--- src/rtl/rle_multi_buffer_fifo.sv ---
`default_nettype none
// ============================================================================
// Module   : rle_multi_buffer_fifo
// Purpose  : Ring of NBUF buffers. Whole RLE word buffers are committed as units and read back in order.
// Revision : 1.0
// ============================================================================
module rle_multi_buffer_fifo #(
  parameter int WIDTH = 20,
  parameter int DEPTH = 64,
  parameter int NBUF  = 2
) (
  input  logic                         clk,
  input  logic                         reset,
  input  logic [WIDTH-1:0]             data_in,
  input  logic                         wren,
  input  logic                         buf_done,
  input  logic                         rd_req,
  output logic [WIDTH-1:0]             data_out,
  output logic                         data_valid,
  output logic                         fifo_empty,
  output logic                         wr_full,
  output logic                         overflow,
  output logic [$clog2(NBUF+1)-1:0]    committed
);

  localparam int CW = $clog2(DEPTH + 1);
  localparam int AW = $clog2(DEPTH);
  localparam int BW = $clog2(NBUF);
  localparam int KW = $clog2(NBUF + 1);

  logic [WIDTH-1:0] mem [NBUF][DEPTH];
  logic [CW-1:0]    len [NBUF];
  logic [BW-1:0]    wb, rb;
  logic [CW-1:0]    wcnt, rcnt;

  logic             wr_acc, rd_acc, rd_last, commit;
  logic [CW-1:0]    eff_cnt;
  logic [BW-1:0]    wb_next, rb_next;

  assign wr_full    = (wcnt == CW'(DEPTH)) || (committed == KW'(NBUF));
  assign fifo_empty = (committed == '0);
  assign wr_acc     = wren && !wr_full;
  assign rd_acc     = rd_req && !fifo_empty;
  // A word accepted alongside buf_done belongs to the buffer being committed.
  assign eff_cnt    = wcnt + CW'(wr_acc);
  assign commit     = buf_done && (committed < KW'(NBUF)) && (eff_cnt != '0);
  assign rd_last    = rd_acc && (rcnt == len[rb] - CW'(1));
  assign wb_next    = (wb == BW'(NBUF - 1)) ? '0 : wb + BW'(1);
  assign rb_next    = (rb == BW'(NBUF - 1)) ? '0 : rb + BW'(1);

  always_ff @(posedge clk) begin
    if (wr_acc) mem[wb][wcnt[AW-1:0]] <= data_in;
  end

  always_ff @(posedge clk or negedge reset) begin
    if (!reset) begin
      data_out   <= '0;
      data_valid <= 1'b0;
      overflow   <= 1'b0;
      committed  <= '0;
      wb         <= '0;
      rb         <= '0;
      wcnt       <= '0;
      rcnt       <= '0;
      for (int i = 0; i < NBUF; i++) len[i] <= '0;
    end else begin
      data_valid <= rd_acc;
      if (rd_acc) data_out <= mem[rb][rcnt[AW-1:0]];
      if (wren && wr_full) overflow <= 1'b1;

      if (commit) begin
        len[wb] <= eff_cnt;
        wb      <= wb_next;
        wcnt    <= '0;
      end else if (wr_acc) begin
        wcnt <= wcnt + CW'(1);
      end

      if (rd_last) begin
        rcnt <= '0;
        rb   <= rb_next;
      end else if (rd_acc) begin
        rcnt <= rcnt + CW'(1);
      end

      if (commit && !rd_last)      committed <= committed + KW'(1);
      else if (!commit && rd_last) committed <= committed - KW'(1);
    end
  end

endmodule
`default_nettype wire
--- config.mk ---
export PLATFORM = sky130hd
export DESIGN_NAME = rle_multi_buffer_fifo
export DESIGN_NICKNAME = d
export VERILOG_FILES = /design/src/rtl/rle_multi_buffer_fifo.sv
export SDC_FILE = /design/constraint.sdc
export NUM_CORES = 2
export LEC_CHECK = 0
export ABC_AREA = 1
export CAP_MARGIN = 20
export CORE_UTILIZATION = 50
export CTS_BUF_LIST = sky130_fd_sc_hd__clkbuf_8
export DETAILED_ROUTE_END_ITERATION = 12
export HOLD_SLACK_MARGIN = 0.1
export PLACE_DENSITY = 0.67
export SLEW_MARGIN = 20
export SYNTH_ARGS = -nofsm -noshare
export SYNTH_HDL_FRONTEND = slang
export SYNTH_SLANG_ARGS = --single-unit
--- constraint.sdc ---
create_clock -name clk -period 4.8 [get_ports clk]
set_input_delay 0.48 -clock clk [delete_from_list [all_inputs] [get_ports clk]]
set_output_delay 0.48 -clock clk [all_outputs]
set_load 0.01 [all_outputs]
==> flow_summary.yaml <==
outcome:
  outcome: "finished, final reports clean"
routing:
  drt_pass1_iterations: 8
  wl_mm: 309
  drt_iter0_drc: 9472
  drc: 0
  vias_per_cell: 5.65
  vias: 74055
  ant_nets: 0
  wl_per_cell_um: 23.5
die:
  start_util: 0.504
  dieHeight_um: 468
  num_io_pins: 51
  core_mm2: 0.215
  placementRows: 170
  die_area_mm2: 0.219
  die_width_um: 468
timing:
  worstMarginPinSlew_ns: 1.17
  max_freq_mhz: 268
  fin_worst_skew_ns: 0.0793
  hold_viol: 0
  max-slew-margin-rel: 0.217
  rsz0062_at_grt: "no"
  min_period_over_period: 0.778
  fin_crit_ns: 3.73
  fin_setup_tns_ns: 0
  finalMaxSlewViolations: 0
  setup-violations-final: 0
cells_and_area:
  final_cells: 13114
  syn_to_final_growth_pct: 11.4
  seqCellArea_mm2: 0.0782
  postLayoutCellArea_mm2: 0.121
  final_nets: 9993
  drive_above_1_share: 0.0926
  fill_cells: 17475
  multiInputGateArea_mm2: 0.0257
clocking:
  clockBufferDepth: 4
  tritoncts: "built"
  clock_latency_ns: 1.11
  numCtsBuffers: 427
  cts-root-buf: "clkbuf_8"
  ctsResizeCount: 0
  clk_pin_slew_worst_paths_ns: 0.06
  hold_buffers: 23
  numClockSinks: 2614
  cts_setup_buffers: 0
  htree_levels: 5
global_route:
  use_met1: 0.380
  grt_pass1_vias: 70236
  busiest_layer: "met2"
  track_usage: 0.280
  use_met2: 0.435
  grt_max_degree: 173
  grt-ovfl-total: 0
  antenna_found_initial: 11
  gr-usage-met3: 0.0545
  grt_pass1_wl_mm: 452
synthesis:
  synthFlopType: "edfxtp_1"
  syn_nets: 9789
  synth_cell_types: 30
  ys_async_sr_fraction: 0.0207
  synth_largest_area_cell: "edfxtp_1"
  synth_area_leaders: "edfxtp_1, nand2_1, nand3_1"
  syn_inst: 9757
  synth_commonest_cells: "nand2_1, edfxtp_1, nand3_1"
  syn-mean-instance-area_um2: 11.1
  synth_edf_count: 2560
  synth_seq_area_share: 0.722
  synth_top_area_share: 0.709
  ys_seq_elements: 2614
  yosysMostFrequentCell: "nand2_1"
  ys.warnings.count: 0
  syn_area_mm2: 0.108
place:
  dpl_cell_area_mm2: 0.113
  place.port_buffers: 50
  hpwlAfterDp_mm: 171
  dpl.cell_count: 12347
  gp_congestion: 0.906
worst_setup_path:
  startpoint_type: "flop"
  path_max_fanout: 172
  cp-end-kind: "flop"
  path_class: "reg2reg"
  crit_arrival_ns: 4.75
  worstPathRequired_ns: 5.82
job:
  drv_cap: 0
power_and_ir_drop:
  cellLeakagePower_uw: 0.0464
  max-vdd-ir-drop_mv: 0.706
  power_density_mw_per_mm2: 553
worst_hold_path:
  hp-class: "in2reg"
kinds of logic (layout without fill, tap and decap cells):
kind of cell	after synthesis	in the layout	share of synthesized area
AND/OR/NAND/NOR	5697	5697	0.220
XOR/XNOR	19	19	0.00166
other	0	8	0
AO/OA/AOI/OAI	218	218	0.0102
buffers and inverters	1202	1713	0.0457
adder cells (fa/ha/maj)	7	7	0.000808
flip-flops	2614	2614	0.722
layout by cell type, fill, tap and decap left out, types with 2 or more instances in the layout:
cell type / n
edfxtp_1: 2560
inv_6: 3
nor3_1: 6
diode_2: 8
clkinv_2: 30
inv_8: 3
o21ai_0: 146
buf_4: 271
inv_1: 763
o211ai_1: 2
dfrtp_4: 5
clkinv_1: 89
inv_2: 4
nor2_1: 345
bufinv_16: 8
clkbuf_8: 444
nor2_2: 33
xnor2_1: 2
nor3_2: 96
clkdlybuf4s50_1: 29
xor2_1: 16
ha_1: 7
dfrtp_1: 48
o21ai_1: 18
nand3_1: 1797
buf_12: 39
clkinvlp_4: 5
dlygate4sd3_1: 23
a21oi_1: 48
nand4_1: 12
nand2_1: 3404
o21ai_2: 3
worst max-delay path: stages, from the launching register on:
cell     delay [ns]
dfrtp_4        0.82
buf_12         0.64
buf_4          0.67
nand2_1        0.11
nand3_1        0.12
nand3_1        0.10
nand2_1        0.09
nand2_1        0.05
nand3_1        0.27
nand3_1        0.25
nand2_1        0.14
nand3_1        0.07
nand2_1        0.09
state kept, by name (all words and copies together), names as in the netlist:
signal	cells
data_valid	1
mem	2560
committed	2
wcnt	7
overflow	1
len	14
wb	1
rcnt	7
rb	1
data_out	20
final cells by class:
class | count | area share
Sequential cell | 2614 | 0.648
Multi-Input combinational cell | 5941 | 0.213
Clock buffer | 444 | 0.0506
Tap cell | 2838 | 0.0294
Timing Repair Buffer | 363 | 0.0277
Inverter | 614 | 0.0193
Clock inverter | 292 | 0.0114
Antenna cell | 8 | 0.000166
where the power goes:
part	leakage [uW]	switching, uW	total, uW	internal, uW
clock network	0.00442	8570	17500	8900
logic	0.0183	17200	23200	5960
registers	0.0237	554	26000	25500
per-stage QoR:
step	utilization	hold WS (ns)	worst slack, ns	power (uW)
finish	0.561	0.243	1.07	66700
global route	0.561	0.228	0.901	69500
CTS	0.561	0.190	1.15	66500
detailed placement	0.525	0.464	1.12	49200
global placement	0.525	0.465	1.02	48900
floorplan	-	0.184	1.39	40100
metal layers:
metal / routed length [um] / up-vias / share of wire
li1: - / 33614 / -
met1: 122000 / 35907 / 0.39
met2: 142000 / 3872 / 0.46
met3: 30500 / 654 / 0.099
met4: 14300 / 8 / 0.046
met5: 61 / - / 0.00020
worst paths after layout:
| check | start | endpoint | slack (ns) | cells after the start |
|---|---|---|---|---|
| max | rb | data_out[5] | 1.07 | 12 |
| min | data_in[4] | mem[1][1104] | 0.24 | 2 |
| max reg2reg | rb | data_out[5] | 1.07 | 12 |
| min reg2reg | len[9] | len[9] | 0.48 | 2 |
| max in group asynchronous | reset | rcnt[1] | 3.48 | 4 |
| min in group asynchronous | reset | overflow | 0.64 | 4 |
Note: power is estimated with default switching activity, not from simulation.
